--- src/rtl/midi_voice_alloc_if.sv ---
`default_nettype none
// ============================================================================
//  Module   : midi_voice_alloc_if
//  Purpose  : Channel-message bus between the MIDI receiver (master) and the
//             voice allocator (slave). The message is a 3-byte triple
//             qualified by a one-cycle cmd_ready strobe.
//  Revision : 1.0 - initial release
// ============================================================================
interface midi_voice_alloc_if;
  logic       cmd_ready;
  logic [7:0] byte1;
  logic [7:0] byte2;
  logic [7:0] byte3;

  modport master (output cmd_ready, output byte1, output byte2, output byte3);
  modport slave  (input  cmd_ready, input  byte1, input  byte2, input  byte3);
endinterface
`default_nettype wire

--- src/rtl/midi_voice_alloc.sv ---
`default_nettype none
// ============================================================================
//  Module   : midi_voice_alloc
//  Purpose  : Polyphonic voice allocator. Decodes note-on / note-off /
//             all-notes-off channel messages and assigns them to voice slots
//             (lowest free slot first), keeping an age rank per active slot.
//             Optional build macro VOICE_STEAL_EN: a note-on arriving while
//             every slot is busy steals the oldest slot instead of being
//             dropped.
//  Revision : 1.0 - initial release
// ============================================================================
module midi_voice_alloc #(
  parameter int NUM_VOICES = 4,
  parameter int CHANNEL    = 0,
  parameter int RANK_W     = 4
) (
  input  wire logic                      clk,
  input  wire logic                      rst,   // asynchronous, active low
  midi_voice_alloc_if.slave              cmd,
  output logic [NUM_VOICES-1:0]          voice_gate,
  output logic [7*NUM_VOICES-1:0]        voice_note,
  output logic [7*NUM_VOICES-1:0]        voice_vel,
  output logic [NUM_VOICES-1:0]          voice_trig,
  output logic                           drop_pulse
);

  localparam int IDX_W = $clog2(NUM_VOICES);

  typedef enum logic [1:0] {
    OP_NONE     = 2'd0,
    OP_NOTE_ON  = 2'd1,
    OP_NOTE_OFF = 2'd2,
    OP_ALL_OFF  = 2'd3
  } op_t;

  // Stage-1 registers (decoded message)
  logic       r_s1_valid;
  op_t        r_s1_op;
  logic [6:0] r_s1_note;
  logic [6:0] r_s1_vel;

  // Voice state
  logic [NUM_VOICES-1:0] r_gate;
  logic [6:0]            r_note [NUM_VOICES];
  logic [6:0]            r_vel  [NUM_VOICES];
  logic [RANK_W-1:0]     r_rank [NUM_VOICES];
  logic [NUM_VOICES-1:0] r_trig;
  logic                  r_drop;

  // Next-state values
  op_t                   w_op;
  logic [NUM_VOICES-1:0] w_gate_nx;
  logic [6:0]            w_note_nx [NUM_VOICES];
  logic [6:0]            w_vel_nx  [NUM_VOICES];
  logic [RANK_W-1:0]     w_rank_nx [NUM_VOICES];
  logic [NUM_VOICES-1:0] w_trig_nx;
  logic                  w_drop_nx;

  // Slot search results
  logic                  w_hit;
  logic [IDX_W-1:0]      w_hit_idx;
  logic [RANK_W-1:0]     w_hit_rank;
  logic                  w_free;
  logic [IDX_W-1:0]      w_free_idx;
`ifdef VOICE_STEAL_EN
  logic [IDX_W-1:0]      w_old_idx;
`endif

  // Bit 7 of the data bytes carries no information in a channel message.
  logic w_unused;
  assign w_unused = &{1'b0, cmd.byte2[7], cmd.byte3[7]};

  // Decode the status byte into an operation; foreign channels decode to none.
  always_comb begin
    w_op = OP_NONE;
    if (cmd.byte1[3:0] == 4'(CHANNEL)) begin
      case (cmd.byte1[7:4])
        4'h9:    w_op = (cmd.byte3[6:0] != 7'd0) ? OP_NOTE_ON : OP_NOTE_OFF;
        4'h8:    w_op = OP_NOTE_OFF;
        4'hB:    w_op = (cmd.byte2[6:0] == 7'd123) ? OP_ALL_OFF : OP_NONE;
        default: w_op = OP_NONE;
      endcase
    end
  end

  // Stage 1: capture the decoded message on the ready strobe.
  always_ff @(posedge clk or negedge rst) begin
    if (!rst) begin
      r_s1_valid <= 1'b0;
      r_s1_op    <= OP_NONE;
      r_s1_note  <= 7'd0;
      r_s1_vel   <= 7'd0;
    end else begin
      r_s1_valid <= cmd.cmd_ready;
      if (cmd.cmd_ready) begin
        r_s1_op   <= w_op;
        r_s1_note <= cmd.byte2[6:0];
        r_s1_vel  <= cmd.byte3[6:0];
      end
    end
  end

  // Locate the active slot holding the message note and the lowest free slot.
  always_comb begin
    w_hit      = 1'b0;
    w_hit_idx  = '0;
    w_free     = 1'b0;
    w_free_idx = '0;
    for (int i = 0; i < NUM_VOICES; i++) begin
      if (!w_hit && r_gate[i] && (r_note[i] == r_s1_note)) begin
        w_hit     = 1'b1;
        w_hit_idx = IDX_W'(i);
      end
      if (!w_free && !r_gate[i]) begin
        w_free     = 1'b1;
        w_free_idx = IDX_W'(i);
      end
    end
    w_hit_rank = r_rank[w_hit_idx];
  end

`ifdef VOICE_STEAL_EN
  // With every slot busy, the oldest voice carries the highest rank.
  always_comb begin
    w_old_idx = '0;
    for (int i = 0; i < NUM_VOICES; i++) begin
      if (r_rank[i] == RANK_W'(NUM_VOICES - 1)) begin
        w_old_idx = IDX_W'(i);
      end
    end
  end
`endif

  // Stage 2: apply the decoded operation to the voice pool and age ranks.
  always_comb begin
    w_gate_nx = r_gate;
    w_trig_nx = '0;
    w_drop_nx = 1'b0;
    for (int i = 0; i < NUM_VOICES; i++) begin
      w_note_nx[i] = r_note[i];
      w_vel_nx[i]  = r_vel[i];
      w_rank_nx[i] = r_rank[i];
    end
    if (r_s1_valid) begin
      case (r_s1_op)
        OP_NOTE_ON: begin
          if (w_hit) begin
            // Retrigger: voices younger than this one age by one.
            for (int i = 0; i < NUM_VOICES; i++) begin
              if (r_gate[i] && (r_rank[i] < w_hit_rank)) begin
                w_rank_nx[i] = r_rank[i] + 1'b1;
              end
            end
            w_rank_nx[w_hit_idx] = '0;
            w_vel_nx[w_hit_idx]  = r_s1_vel;
            w_trig_nx[w_hit_idx] = 1'b1;
          end else if (w_free) begin
            for (int i = 0; i < NUM_VOICES; i++) begin
              if (r_gate[i]) begin
                w_rank_nx[i] = r_rank[i] + 1'b1;
              end
            end
            w_gate_nx[w_free_idx] = 1'b1;
            w_note_nx[w_free_idx] = r_s1_note;
            w_vel_nx[w_free_idx]  = r_s1_vel;
            w_rank_nx[w_free_idx] = '0;
            w_trig_nx[w_free_idx] = 1'b1;
          end else begin
`ifdef VOICE_STEAL_EN
            // All slots busy: every voice ages, the oldest is overwritten.
            for (int i = 0; i < NUM_VOICES; i++) begin
              w_rank_nx[i] = r_rank[i] + 1'b1;
            end
            w_note_nx[w_old_idx] = r_s1_note;
            w_vel_nx[w_old_idx]  = r_s1_vel;
            w_rank_nx[w_old_idx] = '0;
            w_trig_nx[w_old_idx] = 1'b1;
`else
            w_drop_nx = 1'b1;
`endif
          end
        end
        OP_NOTE_OFF: begin
          if (w_hit) begin
            // Release: voices older than this one close the rank gap.
            for (int i = 0; i < NUM_VOICES; i++) begin
              if (r_gate[i] && (r_rank[i] > w_hit_rank)) begin
                w_rank_nx[i] = r_rank[i] - 1'b1;
              end
            end
            w_gate_nx[w_hit_idx] = 1'b0;
            w_rank_nx[w_hit_idx] = '0;
          end
        end
        OP_ALL_OFF: begin
          w_gate_nx = '0;
          for (int i = 0; i < NUM_VOICES; i++) begin
            w_rank_nx[i] = '0;
          end
        end
        default: begin
        end
      endcase
    end
  end

  // Voice state register; strobes last exactly one cycle.
  always_ff @(posedge clk or negedge rst) begin
    if (!rst) begin
      r_gate <= '0;
      r_trig <= '0;
      r_drop <= 1'b0;
      for (int i = 0; i < NUM_VOICES; i++) begin
        r_note[i] <= 7'd0;
        r_vel[i]  <= 7'd0;
        r_rank[i] <= '0;
      end
    end else begin
      r_gate <= w_gate_nx;
      r_trig <= w_trig_nx;
      r_drop <= w_drop_nx;
      for (int i = 0; i < NUM_VOICES; i++) begin
        r_note[i] <= w_note_nx[i];
        r_vel[i]  <= w_vel_nx[i];
        r_rank[i] <= w_rank_nx[i];
      end
    end
  end

  assign voice_gate = r_gate;
  assign voice_trig = r_trig;
  assign drop_pulse = r_drop;

  generate
    for (genvar g = 0; g < NUM_VOICES; g++) begin : g_pack
      assign voice_note[7*g +: 7] = r_note[g];
      assign voice_vel[7*g +: 7]  = r_vel[g];
    end
  endgenerate

endmodule
`default_nettype wire

--- src/flat_wrapper.sv ---
// flat-port wrapper written by rule: the top's interface ports become plain ports
module midi_voice_alloc_flat 
#(
  parameter int NUM_VOICES = 4,
  parameter int CHANNEL    = 0,
  parameter int RANK_W     = 4
)
  (clk, rst, voice_gate, voice_note, voice_vel, voice_trig, drop_pulse, cmd_cmd_ready, cmd_byte1, cmd_byte2, cmd_byte3);
  midi_voice_alloc_if cmd_i ();
  input  wire logic clk;
  input  wire logic rst;
  output logic [NUM_VOICES-1:0] voice_gate;
  output logic [7*NUM_VOICES-1:0] voice_note;
  output logic [7*NUM_VOICES-1:0] voice_vel;
  output logic [NUM_VOICES-1:0] voice_trig;
  output logic drop_pulse;
  input wire logic [$bits(cmd_i.cmd_ready)-1:0] cmd_cmd_ready;
  input wire logic [$bits(cmd_i.byte1)-1:0] cmd_byte1;
  input wire logic [$bits(cmd_i.byte2)-1:0] cmd_byte2;
  input wire logic [$bits(cmd_i.byte3)-1:0] cmd_byte3;
  assign cmd_i.cmd_ready = cmd_cmd_ready;
  assign cmd_i.byte1 = cmd_byte1;
  assign cmd_i.byte2 = cmd_byte2;
  assign cmd_i.byte3 = cmd_byte3;
  midi_voice_alloc #(.NUM_VOICES(NUM_VOICES), .CHANNEL(CHANNEL), .RANK_W(RANK_W)) u_core (.clk(clk), .rst(rst), .cmd(cmd_i), .voice_gate(voice_gate), .voice_note(voice_note), .voice_vel(voice_vel), .voice_trig(voice_trig), .drop_pulse(drop_pulse));
endmodule
--- config.mk ---
export PLATFORM = sky130hd
export DESIGN_NAME = midi_voice_alloc_flat
export DESIGN_NICKNAME = d
export VERILOG_FILES = /design/src/rtl/midi_voice_alloc_if.sv /design/src/rtl/midi_voice_alloc.sv /design/src/flat_wrapper.sv
export SDC_FILE = /design/constraint.sdc
export NUM_CORES = 1
export LEC_CHECK = 0
export BUFFER_PORTS_ARGS = -buffer_cell sky130_fd_sc_hd__buf_2
export CORE_UTILIZATION = 45
export CTS_BUF_LIST = sky130_fd_sc_hd__clkbuf_8
export DETAILED_ROUTE_END_ITERATION = 12
export GPL_ROUTABILITY_DRIVEN = 0
export HOLD_SLACK_MARGIN = 0.03
export PLACE_DENSITY = 0.71
export SLEW_MARGIN = 20
export SYNTH_ARGS = -nofsm -noshare
export SYNTH_HDL_FRONTEND = slang
export SYNTH_SLANG_ARGS = --single-unit
export TNS_END_PERCENT = 50
--- constraint.sdc ---
create_clock -name clk -period 6.58 [get_ports clk]
set_input_delay 0.329 -clock clk [delete_from_list [all_inputs] [get_ports clk]]
set_output_delay 0.329 -clock clk [all_outputs]
set_load 0.03 [all_outputs]
Yosys cells after proc, flatten, opt, wreduce, memory -nomap -nowiden --
Cells that the tools add are included.
Operators by class: $lt $le $gt $ge 8, reduce and logical (&&, ||, !) cells 29, bitwise gates (word level) 6, multiplexer cells 43, equal/unequal tests 14
Operators by type and width (count):
- bitwise mux 28 bit | 3
- 2-to-1 mux 28 bit | 2
- demux 7 bit (select 2 bit) | 2
- equality test 7 bit | 4
- 2-to-1 mux 4 bit | 7
- 2-to-1 mux 1 bit | 16
- logical AND 1 bit | 14
- 2-to-1 mux 2 bit | 7
- 2-to-1 mux 7 bit | 2
- equality test 4 bit (second input constant) | 3
- case mux 4 bit (3 select lines) | 1
- zero test 1 bit | 8
- equality test 7 bit (second input constant) | 1
- nonzero test 7 bit | 1
- greater-or-equal comparator 3 bit (second input constant) | 2
- less-than comparator 2 x 3 -> 1 bit (second input constant) | 2
- less-than comparator 3 x 1 -> 1 bit (second input constant) | 2
- NOT 2 -> 3 bit | 2
- case mux 2 bit (3 select lines) | 1
- AND reduction 5 bit | 1
- AND 4 bit | 1
- demux 1 bit (select 2 bit) | 2
- equality test 2 bit (second input constant) | 2
- greater-or-equal comparator 2 x 1 -> 1 bit (second input constant) | 2
- other kinds (11) | 12
Word-level totals: logic and storage cells 115, register bits after elaboration 82, output and inout port bits 65, input port bits 27

Logic depth before layout (Yosys ltp) --
Gate-level depths: netlist (run 1).
depth after elaboration 23, mapped depth 8, depth with buffers taken out 6

Least setup slack after synthesis (run 1) --
OpenSTA, ideal clock, no wires.
path type flip-flop to flip-flop, from register u_core.r_note, in the netlist u_core.voice_note[8], to register u_core.r_note, in the netlist u_core.voice_note[21], slack 4.277 ns, library setup time 0.125 ns, period minus slack after synthesis 2.303 ns, stages on the path, launching flop included 8, required time 6.455 ns, arrival 2.178 ns, path buffers 1, cells stage by stage dfrtp_1 > xor2_1 > or4_1 > nor2_2 > or4_1 > buf_4 > nor3_4 > mux2_2
On the way: cells in the longest elaborated chain, start to end 13
Ends and longest elaborated chain:
- start: declaration | line midi_voice_alloc.sv:44 | logic [6:0] r_note [NUM_VOICES];
- start signal: indexed assignment | line midi_voice_alloc.sv:223 | r_note[i] <= w_note_nx[i];
- equality test 7 bit (*) | line midi_voice_alloc.sv:110 | if (!w_hit && r_gate[i] && (r_note[i] == r_s1_note)) begin
- logical AND 1 bit (*) | line midi_voice_alloc.sv:110
- 2-to-1 mux 1 bit (*) | line midi_voice_alloc.sv:110
- zero test 1 bit | line midi_voice_alloc.sv:110
- logical AND 1 bit (2 in series) | line midi_voice_alloc.sv:110
- 2-to-1 mux 1 bit (*) | line midi_voice_alloc.sv:110
- zero test 1 bit | line midi_voice_alloc.sv:110
- logical AND 1 bit (2 in series) | line midi_voice_alloc.sv:110
- 2-to-1 mux 1 bit (*) | line midi_voice_alloc.sv:110
- NOT 1 bit (no line) (*)
- AND reduction 4 bit (no line) (*)
Mark *: on every way between the ends. The rest lies on a longest branch, timed or not. A chain may end at the register's enable or synchronous reset.

Final worst setup path (run 1) --
from register u_core.r_s1_note[6], to register u_core.r_vel, in the netlist u_core.voice_vel[13]
On the way: cells in the longest elaborated chain, start to end 22, elaborated cells on any way between the ends 31, those cells by class order compare (2); eq/ne (4); mux (11); bitwise (1); reduce/logical (13)
Ends and longest elaborated chain:
- start: declaration | line midi_voice_alloc.sv:39 | logic [6:0] r_s1_note;
- start signal: assignment | line midi_voice_alloc.sv:97 | r_s1_note <= cmd.byte2[6:0];
- equality test 7 bit | line midi_voice_alloc.sv:110
- logical AND 1 bit | line midi_voice_alloc.sv:110
- 2-to-1 mux 1 bit | line midi_voice_alloc.sv:110
- zero test 1 bit | line midi_voice_alloc.sv:110
- logical AND 1 bit (2 in series) | line midi_voice_alloc.sv:110
- 2-to-1 mux 1 bit | line midi_voice_alloc.sv:110
- zero test 1 bit | line midi_voice_alloc.sv:110
- logical AND 1 bit (2 in series) | line midi_voice_alloc.sv:110
- (+4 left out)
- 2-to-1 mux 2 bit | line midi_voice_alloc.sv:110
- NOT 2 -> 3 bit
- greater-or-equal comparator 3 bit or less-than comparator 3 x 1 -> 1 bit (tied branches)
- logical AND 1 bit (not written as such) | line midi_voice_alloc.sv:155 | w_vel_nx[w_hit_idx] = r_s1_vel;
- 2-to-1 mux 7 bit (not written as such) | line midi_voice_alloc.sv:155
- demux 7 bit (select 2 bit) | line midi_voice_alloc.sv:155
- bitwise mux 28 bit | line midi_voice_alloc.sv:155
- 2-to-1 mux 28 bit | line midi_voice_alloc.sv:147 | if (w_hit) begin
- end signal: indexed assignment | line midi_voice_alloc.sv:224 | r_vel[i] <= w_vel_nx[i];
- end: declaration | line midi_voice_alloc.sv:45 | logic [6:0] r_vel [NUM_VOICES];
Several ways; a longest one is shown, not always the timed one.

==> impl_metrics.csv, run 1 <==
group,metric,value,unit
status,status,"finished, final reports clean",
timing,rsz0062_at_grt,"no",
power_and_ir_drop,power_per_cell_area,231,nW/µm²
timing,pin_slew_with_the_least_headroom_to_its_limit,1.03,ns
timing,finalHoldViolations,0,
clock_tree,postCtsSetupRepairBufs,0,
logic_synthesis,synth_top_flop_cell,"dfrtp_1",
worst_setup_path,slowest_delay,0.81,ns
grt,first_global_vias,2443,
logic_synthesis,netlist.top_cell.by_area,"dfrtp_1",
clock_tree,cts_hold_buffers,0,
worst_setup_path,critPathLaunch,"u_core.r_s1_note[6]",
timing,finalSetupViolations,0,
logic_synthesis,netlist.area_leader.share,0.564,
placed_design,dp.final_hpwl,5360,µm
timing,totalNegativeSetupSlack,0,ns
cells_and_area,post_layout_instance_area,4350,µm²
clock_tree,clock_latency_on_the_worst_skew_pair,0.35,ns
grt,grt_start_max_net_pins,83,
worst_setup_path,path_class,"flop to flop",
cells_and_area,layout-drive-gt1-share,0.511,
power_and_ir_drop,cellLeakagePower,2.22,nW
route,remaining_drc_errors,0,
worst_setup_path,cp-end-kind,"flop",
floorplanning,design.die.area,8450,µm²
clock_tree,cts-root-to-sink-buffers,2,
cells_and_area,mostFrequentLayoutCell,"buf_2",
worst_setup_path,critical_path_buf_inv_count,0,
worst_setup_path,worst_ep_required_time,6.82,ns
worst_setup_path,crit_fanout,9,
placed_design,port_buffers,89,
cells_and_area,most_frequent_cells_in_the_layout,"88 x buf_2, 82 x dfrtp_1, 68 x mux2_2",
floorplanning,initial_utilization,0.469,
floorplanning,die_height,91.9,µm
grt,total_overflow_reported_by_the_global_router,0,
cells_and_area,areaGrowthSynthToFinish,19.4,%
logic_synthesis,netlist_cell_types,41,
timing,final.min_clock_period,2.68,ns
grt,track_usage,0.193,
grt,wire_length_of_the_first_global_routing_pass,12400,µm
worst_setup_path,critical_path.startpoint_type,"flop",
timing,final_min_period_over_clock_period,0.408,
logic_synthesis,synth.yosys.seq_area_share,0.564,
worst_setup_path,r2r.worst_path.cells,6,
clock_tree,clock_tree.root_cell,"clkbuf_8",
clock_tree,cts_tree,"yes",
floorplanning,floorplan.die.width,91.9,µm
logic_synthesis,post_synth.cell_area_avg,13.6,µm²
route,first_pass_iters,4,
worst_setup_path,r2r_end,"u_core.voice_vel[13]",
cells_and_area,finalNetCount,382,
floorplanning,core_area,7770,µm²
power_and_ir_drop,peak_supply_drop,112,µV
logic_synthesis,synth_warnings,0,
logic_synthesis,netlist_top_cells_area,"dfrtp_1 56%, mux2_2 21%, xnor2_1 5.5%, nand4_1 1.7%, buf_4 1.7%",
grt,antenna_found_initial,0,
route,initialDrtViolationCount,160,
timing,max_transition_viols_final,0,
logic_synthesis,synth_enable_flop_cells,0,
worst_setup_path,reg2reg_setup_slack,3.90,ns
route,drt-wirelength-per-cell,16.5,µm
floorplanning,num_rows,32,
logic_synthesis,postSynthRegisterBits,82,
route,ant_nets,0,
timing,clock_skew,0.0130,ns
timing,final_critical_path_setup_slack,3.90,ns
placed_design,placement.cell_area,4140,µm²
timing,clock.fmax,373,MHz
clock_tree,cts_sinks,82,
logic_synthesis,async_reset_ff_frac,1.00,
worst_setup_path,crit_path_cell_trace,"xnor2_1 -> nand4_1 -> o21ai_0 -> nor4_2 -> a31oi_2 -> mux2_2",
flow_run,cap_violations,0,
logic_synthesis,mappedNetlistArea,3640,µm²
worst_setup_path,crit_path_top_delay_cell,"nor4_2",
cells_and_area,n_fill_cell,669,
timing,worst_slew_margin_rel,0.309,
route,viasPerCell,5.26,
cells_and_area,antenna-diode-count,0,
placed_design,pre_cts_ws,3.92,ns
clock_tree,cts-resized-gates,0,
worst_setup_path,r2r_start,"u_core.r_s1_note[6]",
worst_setup_path,path_depth,6,
logic_synthesis,synthCells,268,
worst_setup_path,crit_family,"simple AND/OR/NAND/NOR gates",
worst_setup_path,setup.worst_path.end,"u_core.voice_vel[13]",
clock_tree,htree_levels,3,
clock_tree,tritoncts.num_buffers,9,
timing,worst_hold_margin,0.0115,ns
hold_path,min-delay-path-class,"input port to async pin",
route,vias_after_detailed_routing,2430,
power_and_ir_drop,p_total,1.01,mW
floorplanning,io_pins,92,
clock_tree,clkSlewWorstSetupHoldPaths,0.09,ns
logic_synthesis,synth_fp_nets,295,
route,drt_wl_total,7630,µm
worst_setup_path,worst_ep_arrival_time,2.92,ns
## report_power, final
part	switching [mW]	total, mW	internal, mW
clock network	0.187	0.365	0.178
registers	0.0289	0.549	0.520
logic	0.0509	0.0912	0.0402
## worst reg2reg max path, stage by stage, from the launching register on
cell and delay [ns]:
dfrtp_1 0.55, xnor2_1 0.21, nand4_1 0.17, o21ai_0 0.20, nor4_2 0.81, a31oi_2 0.29, mux2_2 0.36
## stage by stage
step / util / instances
after floorplan: - / 268
after global placement: 0.532 / 446
after detailed placement: 0.532 / 446
after CTS: 0.558 / 462
after global routing: 0.560 / 462
final: 0.560 / 462
## synth_stat cells (2+ instances only)
cell type  number
buf_4           8
mux2_2         68
clkbuf_1        3
xnor2_1        23
o21ai_0         2
xor2_1          5
inv_1           5
nand4b_1        2
or4_1           3
dfrtp_1        82
nand3b_1        2
nand2_1         3
nor2_2          2
o22a_1          2
nand3_1         2
mux2_1          2
a21oi_1         4
or2_2           2
nor3_4          2
nor3_1          2
nand4_1        10
nor2_1         12
nor4_1          4
## logic make-up (layout without fill, tap and decap cells)
group	Yosys count	in the layout	share of synthesized area
XOR/XNOR	28	28	0.0674
AND/OR/NAND/NOR	52	52	0.0897
multiplexers	70	70	0.217
AO/OA/AOI/OAI	18	18	0.0354
buffers and inverters	18	110	0.0272
flip-flops	82	82	0.564
## final cells by class
cell class | count | area, µm² | share of cell area
inverters | 5 | 18.8 | 0.00432
clock inverters | 7 | 77.6 | 0.0178
well taps | 102 | 128 | 0.0294
multi-input cells | 168 | 1500 | 0.344
clock buffers | 9 | 124 | 0.0285
flip-flops and latches | 82 | 2050 | 0.472
repair buffers | 89 | 452 | 0.104
## registers in the layout, summed over array words and instances, names as in the netlist
name	flops
u_core.voice_vel	28
u_core.voice_trig	4
u_core.r_s1_note	7
u_core.r_s1_vel	7
u_core.r_s1_valid	1
u_core.voice_gate	4
u_core.drop_pulse	1
u_core.voice_note	28
u_core.r_s1_op	2
## worst min path at each step
| stage | start | cells after the start | end | slack, ns |
|---|---|---|---|---|
| after global routing | rst | 1 | u_core.voice_note[1] | 0.06 |
| after global placement | u_core.voice_vel[1] | 1 | u_core.voice_vel[1] | 0.47 |
| after floorplan | rst | 0 | u_core.drop_pulse | 0.03 |
| after CTS | rst | 1 | u_core.voice_note[0] | 0.19 |
| final | rst | 1 | u_core.voice_note[6] | 0.01 |
| after detailed placement | u_core.voice_vel[1] | 1 | u_core.voice_vel[1] | 0.47 |
## metal layers
metal / vias to the layer above / part of all wire / global-route usage
met5: - / 0 / 0
met4: 0 / 0.022 / 0.0833
met3: 16 / 0.040 / 0.0323
met2: 70 / 0.48 / 0.295
met1: 1210 / 0.46 / 0.271
li1: 1134 / - / -
(Power assumes the default switching activity.)
==> run 2, diff against run 1 <==
==> constraint.sdc (replaced) <==
create_clock -name clk -period 2.6 [get_ports clk]
set_input_delay 0.13 -clock clk [delete_from_list [all_inputs] [get_ports clk]]
set_output_delay 0.13 -clock clk [all_outputs]
set_load 0.03 [all_outputs]
==> impl_metrics.csv, run 2 (synthesized netlist as in run 1, its figures left out) <==
group,metric,value,unit
cells_and_area,finalNetCount,406,
worst_setup_path,critical_path.startpoint_type,"flop",
power_and_ir_drop,peak_supply_drop,293,µV
timing,final_critical_path_setup_slack,0.186,ns
floorplanning,floorplan.die.width,91.9,µm
power_and_ir_drop,power_per_cell_area,547,nW/µm²
worst_setup_path,worst_ep_arrival_time,2.65,ns
timing,finalHoldViolations,0,
flow_run,cap_violations,0,
worst_setup_path,crit_fanout,9,
hold_path,min-delay-path-class,"input port to flop",
grt,grt_start_max_net_pins,83,
grt,antenna_found_initial,0,
timing,clock.fmax,414,MHz
grt,track_usage,0.198,
worst_setup_path,r2r_start,"u_core.r_s1_note[0]",
cells_and_area,most_frequent_cells_in_the_layout,"88 x buf_2, 77 x dfrtp_1, 68 x mux2_2",
grt,first_global_vias,2491,
clock_tree,htree_levels,3,
route,remaining_drc_errors,0,
timing,clock_skew,0.00926,ns
floorplanning,io_pins,92,
timing,worst_slew_margin_rel,0.517,
timing,final.min_clock_period,2.41,ns
route,viasPerCell,5.20,
clock_tree,clock_tree.root_cell,"clkbuf_8",
floorplanning,num_rows,32,
route,first_pass_iters,4,
cells_and_area,mostFrequentLayoutCell,"buf_2",
cells_and_area,n_fill_cell,678,
placed_design,pre_cts_ws,-0.00102,ns
grt,wire_length_of_the_first_global_routing_pass,12600,µm
worst_setup_path,cp-end-kind,"flop",
route,vias_after_detailed_routing,2528,
worst_setup_path,critPathLaunch,"u_core.r_s1_note[0]",
floorplanning,die_height,91.9,µm
clock_tree,cts_sinks,82,
clock_tree,cts_tree,"yes",
cells_and_area,areaGrowthSynthToFinish,25.1,%
grt,total_overflow_reported_by_the_global_router,0,
power_and_ir_drop,p_total,2.49,mW
route,drt_wl_total,7810,µm
hold_path,hold_path.startpoint,"cmd_byte2[0]",
timing,pin_slew_with_the_least_headroom_to_its_limit,0.724,ns
route,drt-wirelength-per-cell,16.1,µm
timing,final_min_period_over_clock_period,0.928,
status,status,"finished, final reports clean",
power_and_ir_drop,cellLeakagePower,2.32,nW
clock_tree,clkSlewWorstSetupHoldPaths,0.08,ns
clock_tree,cts-root-to-sink-buffers,2,
clock_tree,tritoncts.num_buffers,9,
placed_design,dp.final_hpwl,5440,µm
timing,rsz0062_at_grt,"no",
clock_tree,clock_latency_on_the_worst_skew_pair,0.36,ns
cells_and_area,layout-drive-gt1-share,0.521,
timing,finalSetupViolations,0,
route,initialDrtViolationCount,126,
cells_and_area,antenna-diode-count,0,
worst_setup_path,path_class,"flop to flop",
placed_design,port_buffers,89,
floorplanning,initial_utilization,0.469,
floorplanning,core_area,7770,µm²
route,ant_nets,0,
timing,max_transition_viols_final,0,
floorplanning,design.die.area,8450,µm²
worst_setup_path,worst_ep_required_time,2.84,ns
==> run 2: changes by cell type in the layout (fill, tap and decap cells not counted), moves of 2 or more <==
cell           delta
dfrtp_1           -5
inv_6             +2
dlygate4sd3_1    +13
clkinv_4          -2
buf_4            +11
dfrtp_2           +5
==> run 2: path summary, 6_finish.rpt <==
| path | slack (ns) | cells after the start | to |
|---|---|---|---|
| min in group asynchronous | 0.38 | 2 | u_core.voice_note[6] |
| hold / removal | 0.05 | 2 | u_core.r_s1_note[0] |
| setup reg to reg | 0.19 | 6 | u_core.voice_vel[3] |
| hold reg to reg | 0.50 | 1 | u_core.voice_vel[1] |
| max in group asynchronous | 1.69 | 2 | u_core.r_s1_note[4] |
| setup / recovery | 0.19 | 6 | u_core.voice_vel[3] |
==> run 2: final cells by class <==
type	count	area (µm²)	area share
Sequential cell	82	2060	0.452
Multi-Input combinational cell	168	1510	0.331
Timing Repair Buffer	113	664	0.146
Tap cell	102	128	0.0280
Clock buffer	9	124	0.0272
Clock inverter	7	52.6	0.0115
Inverter	5	18.8	0.00412
==> run 2: timing repair <==
item	in CTS	in global routing
hold buffers	13	0
pin swaps	0	1
setup endpoints to repair	7	31
setup buffers	0	1
hold endpoints to repair	94	0
resized for setup	1	7
==> run 2: through the flow <==
step	std cells	TNS, ns	instance area, µm²	util	hold slack [ns]
after floorplan	268	0	3640	-	-0.166
after global placement	456	0	4210	0.542	0.365
after detailed placement	456	-0.00102	4210	0.542	0.371
after CTS	485	0	4520	0.582	0.0327
after global routing	486	0	4550	0.586	0.0372
final	486	0	4550	0.586	0.0498
==> run 2: critical path: stages (launching register included) <==
cell and delay (ns):
dfrtp_1 0.54, xnor2_1 0.20, nand4_1 0.18, nor2_1 0.08, or4_1 0.57, a21oi_4 0.35
mux2_2 0.38
==> run 2: layer usage <==
| layer | track usage | routed length (µm) | vias to the layer above |
|---|---|---|---|
| met2 | 0.305 | 3750 | 64 |
| met4 | 0.0846 | 152 | 0 |
| met3 | 0.0531 | 324 | 10 |
| li1 | - | - | 1179 |
| met5 | 0 | 0 | - |
| met1 | 0.265 | 3590 | 1275 |
==> run 2: where the power goes <==
part	leakage (nW)	switching [mW]	internal (mW)
clock network	0.0904	0.492	0.355
registers	1.10	0.0699	1.32
logic	1.13	0.139	0.119
==> run 3, diff against run 2 <==
--- a/config.mk
+++ b/config.mk
@@ -12,6 +12,7 @@
 export GPL_ROUTABILITY_DRIVEN = 0
 export HOLD_SLACK_MARGIN = 0.03
 export PLACE_DENSITY = 0.71
+export RECOVER_POWER = 25
 export SLEW_MARGIN = 20
 export SYNTH_ARGS = -nofsm -noshare
 export SYNTH_HDL_FRONTEND = slang
==> impl_metrics.csv, run 3 (synthesized netlist as in run 1, its figures left out) <==
group,metric,value,unit
status,status,"finished, final reports clean",
flow_run,cap_violations,0,
timing,worst_slew_margin_rel,0.385,
power_and_ir_drop,p_total,2.50,mW
route,remaining_drc_errors,0,
grt,grt_start_max_net_pins,83,
worst_setup_path,slowest_delay,0.57,ns
timing,clock.fmax,414,MHz
cells_and_area,most_frequent_cells_in_the_layout,"87 x buf_2, 77 x dfrtp_1, 68 x mux2_2",
clock_tree,clkSlewWorstSetupHoldPaths,0.08,ns
worst_setup_path,critical_path.startpoint_type,"flop",
floorplanning,io_pins,92,
timing,max_transition_viols_final,0,
worst_setup_path,path_class,"flop to flop",
route,initialDrtViolationCount,140,
cells_and_area,finalCoreUtilization,0.586,
floorplanning,initial_utilization,0.469,
clock_tree,cts-root-to-sink-buffers,2,
timing,final_min_period_over_clock_period,0.930,
worst_setup_path,crit_path_cell_trace,"xnor2_1 -> nand4_1 -> nor2_1 -> or4_1 -> a21oi_4 -> mux2_2",
clock_tree,clock_tree.root_cell,"clkbuf_8",
grt,track_usage,0.198,
cells_and_area,mostFrequentLayoutCell,"buf_2",
grt,first_global_vias,2491,
placed_design,dp.final_hpwl,5440,µm
power_and_ir_drop,seqPwrFrac,0.556,
cells_and_area,antenna-diode-count,0,
grt,antenna_found_initial,0,
timing,clock_skew,0.00901,ns
route,vias_after_detailed_routing,2538,
grt,wire_length_of_the_first_global_routing_pass,12600,µm
timing,final_critical_path_setup_slack,0.182,ns
clock_tree,cts_sinks,82,
floorplanning,design.die.area,8450,µm²
cells_and_area,finalNetCount,406,
timing,final.min_clock_period,2.42,ns
cells_and_area,areaGrowthSynthToFinish,25.1,%
floorplanning,core_area,7770,µm²
route,ant_nets,0,
route,first_pass_iters,4,
power_and_ir_drop,power.internal,1.79,mW
placed_design,pre_cts_ws,-0.00102,ns
timing,rsz0062_at_grt,"no",
worst_setup_path,cp-end-kind,"flop",
worst_setup_path,worst_ep_required_time,2.84,ns
power_and_ir_drop,power.clock.fraction,0.340,
power_and_ir_drop,cellLeakagePower,2.31,nW
timing,finalHoldViolations,0,
clock_tree,tritoncts.num_buffers,9,
route,drt-wirelength-per-cell,16.1,µm
route,viasPerCell,5.22,
placed_design,port_buffers,89,
clock_tree,htree_levels,3,
timing,pin_slew_with_the_least_headroom_to_its_limit,0.922,ns
timing,finalSetupViolations,0,
power_and_ir_drop,switching_share,0.282,
timing,totalNegativeSetupSlack,0,ns
route,drt_wl_total,7840,µm
cells_and_area,layout-drive-gt1-share,0.518,
power_and_ir_drop,peak_supply_drop,293,µV
power_and_ir_drop,power_per_cell_area,548,nW/µm²
power_and_ir_drop,comb_power_share,0.103,
worst_setup_path,crit_fanout,9,
clock_tree,cts_tree,"yes",
clock_tree,clock_latency_on_the_worst_skew_pair,0.36,ns
floorplanning,die_height,91.9,µm
placed_design,placement.cell_area,4210,µm²
floorplanning,num_rows,32,
hold_path,min-delay-path-class,"input port to flop",
floorplanning,floorplan.die.width,91.9,µm
grt,total_overflow_reported_by_the_global_router,0,
worst_setup_path,worst_ep_arrival_time,2.66,ns
worst_setup_path,crit_path_top_delay_cell,"or4_1",
power_and_ir_drop,netSwitchingPower,0.703,mW
cells_and_area,post_layout_instance_area,4550,µm²
run 3: cell count changes in the layout (fill, tap and decap cells not counted), sizes merged:
cell    change
buf         -1
clkbuf      +1
run 3: power by group through the flow:
stage / Combinational, mW / Sequential (mW) / Clock, mW
final: 0.258 / 1.39 / 0.850
after global routing: 0.279 / 1.40 / 0.924
after CTS: 0.258 / 1.39 / 0.865
after detailed placement: 0.242 / 1.41 / 0
after global placement: 0.238 / 1.41 / 0
after floorplan: 0.148 / 1.41 / 0
run 3: area by class of cell:
class / count / area [µm²]
fill: 679 / 3210
clock inverter: 7 / 52.6
timing repair buffer: 113 / 663
tap: 102 / 128
multi-input combinational: 168 / 1510
sequential: 82 / 2060
inverter: 5 / 18.8
clock buffer: 9 / 124
run 3: critical path: cells and delay by family (launching register included):
kind / cells / cell delay (ns)
and+or+nand+nor: 3 / 0.83
xor gates and xnor gates: 1 / 0.20
DFF: 1 / 0.54
AOI/OAI and AO/OA: 1 / 0.36
muxes: 1 / 0.38
run 3: path summary, 6_finish.rpt:
check | from | endpoint | slack [ns] | cells past startpoint
max | u_core.r_s1_note[0] | u_core.voice_vel[3] | 0.18 | 6
min | cmd_byte2[0] | u_core.r_s1_note[0] | 0.05 | 2
max reg2reg | u_core.r_s1_note[0] | u_core.voice_vel[3] | 0.18 | 6
min reg2reg | u_core.voice_vel[1] | u_core.voice_vel[1] | 0.50 | 1
max in group asynchronous | rst | u_core.r_s1_note[4] | 1.69 | 2
min in group asynchronous | rst | u_core.voice_note[6] | 0.38 | 2
run 3: layer usage:
metal	wire, µm	track usage	up-vias
met5	0	0	-
li1	-	-	1175
met1	3590	0.265	1287
met3	345	0.0531	10
met2	3760	0.305	66
met4	152	0.0846	0
run 3: what timing repair did:
item / in CTS / in global routing
buffers inserted: 0 / 1
pin swaps: 0 / 1
gates resized for setup: 1 / 7
endpoints found under the setup margin: 7 / 31
hold buffers: 13 / 0
gates cloned: 0 / 0
endpoints found under the hold margin: 94 / 0
run 3: stage by stage:
step | instances | hold slack [ns]
floorplan | 268 | -0.166
detailed placement | 456 | 0.371
global route | 486 | 0.0372
CTS | 485 | 0.0327
finish | 486 | 0.0488
global placement | 456 | 0.365
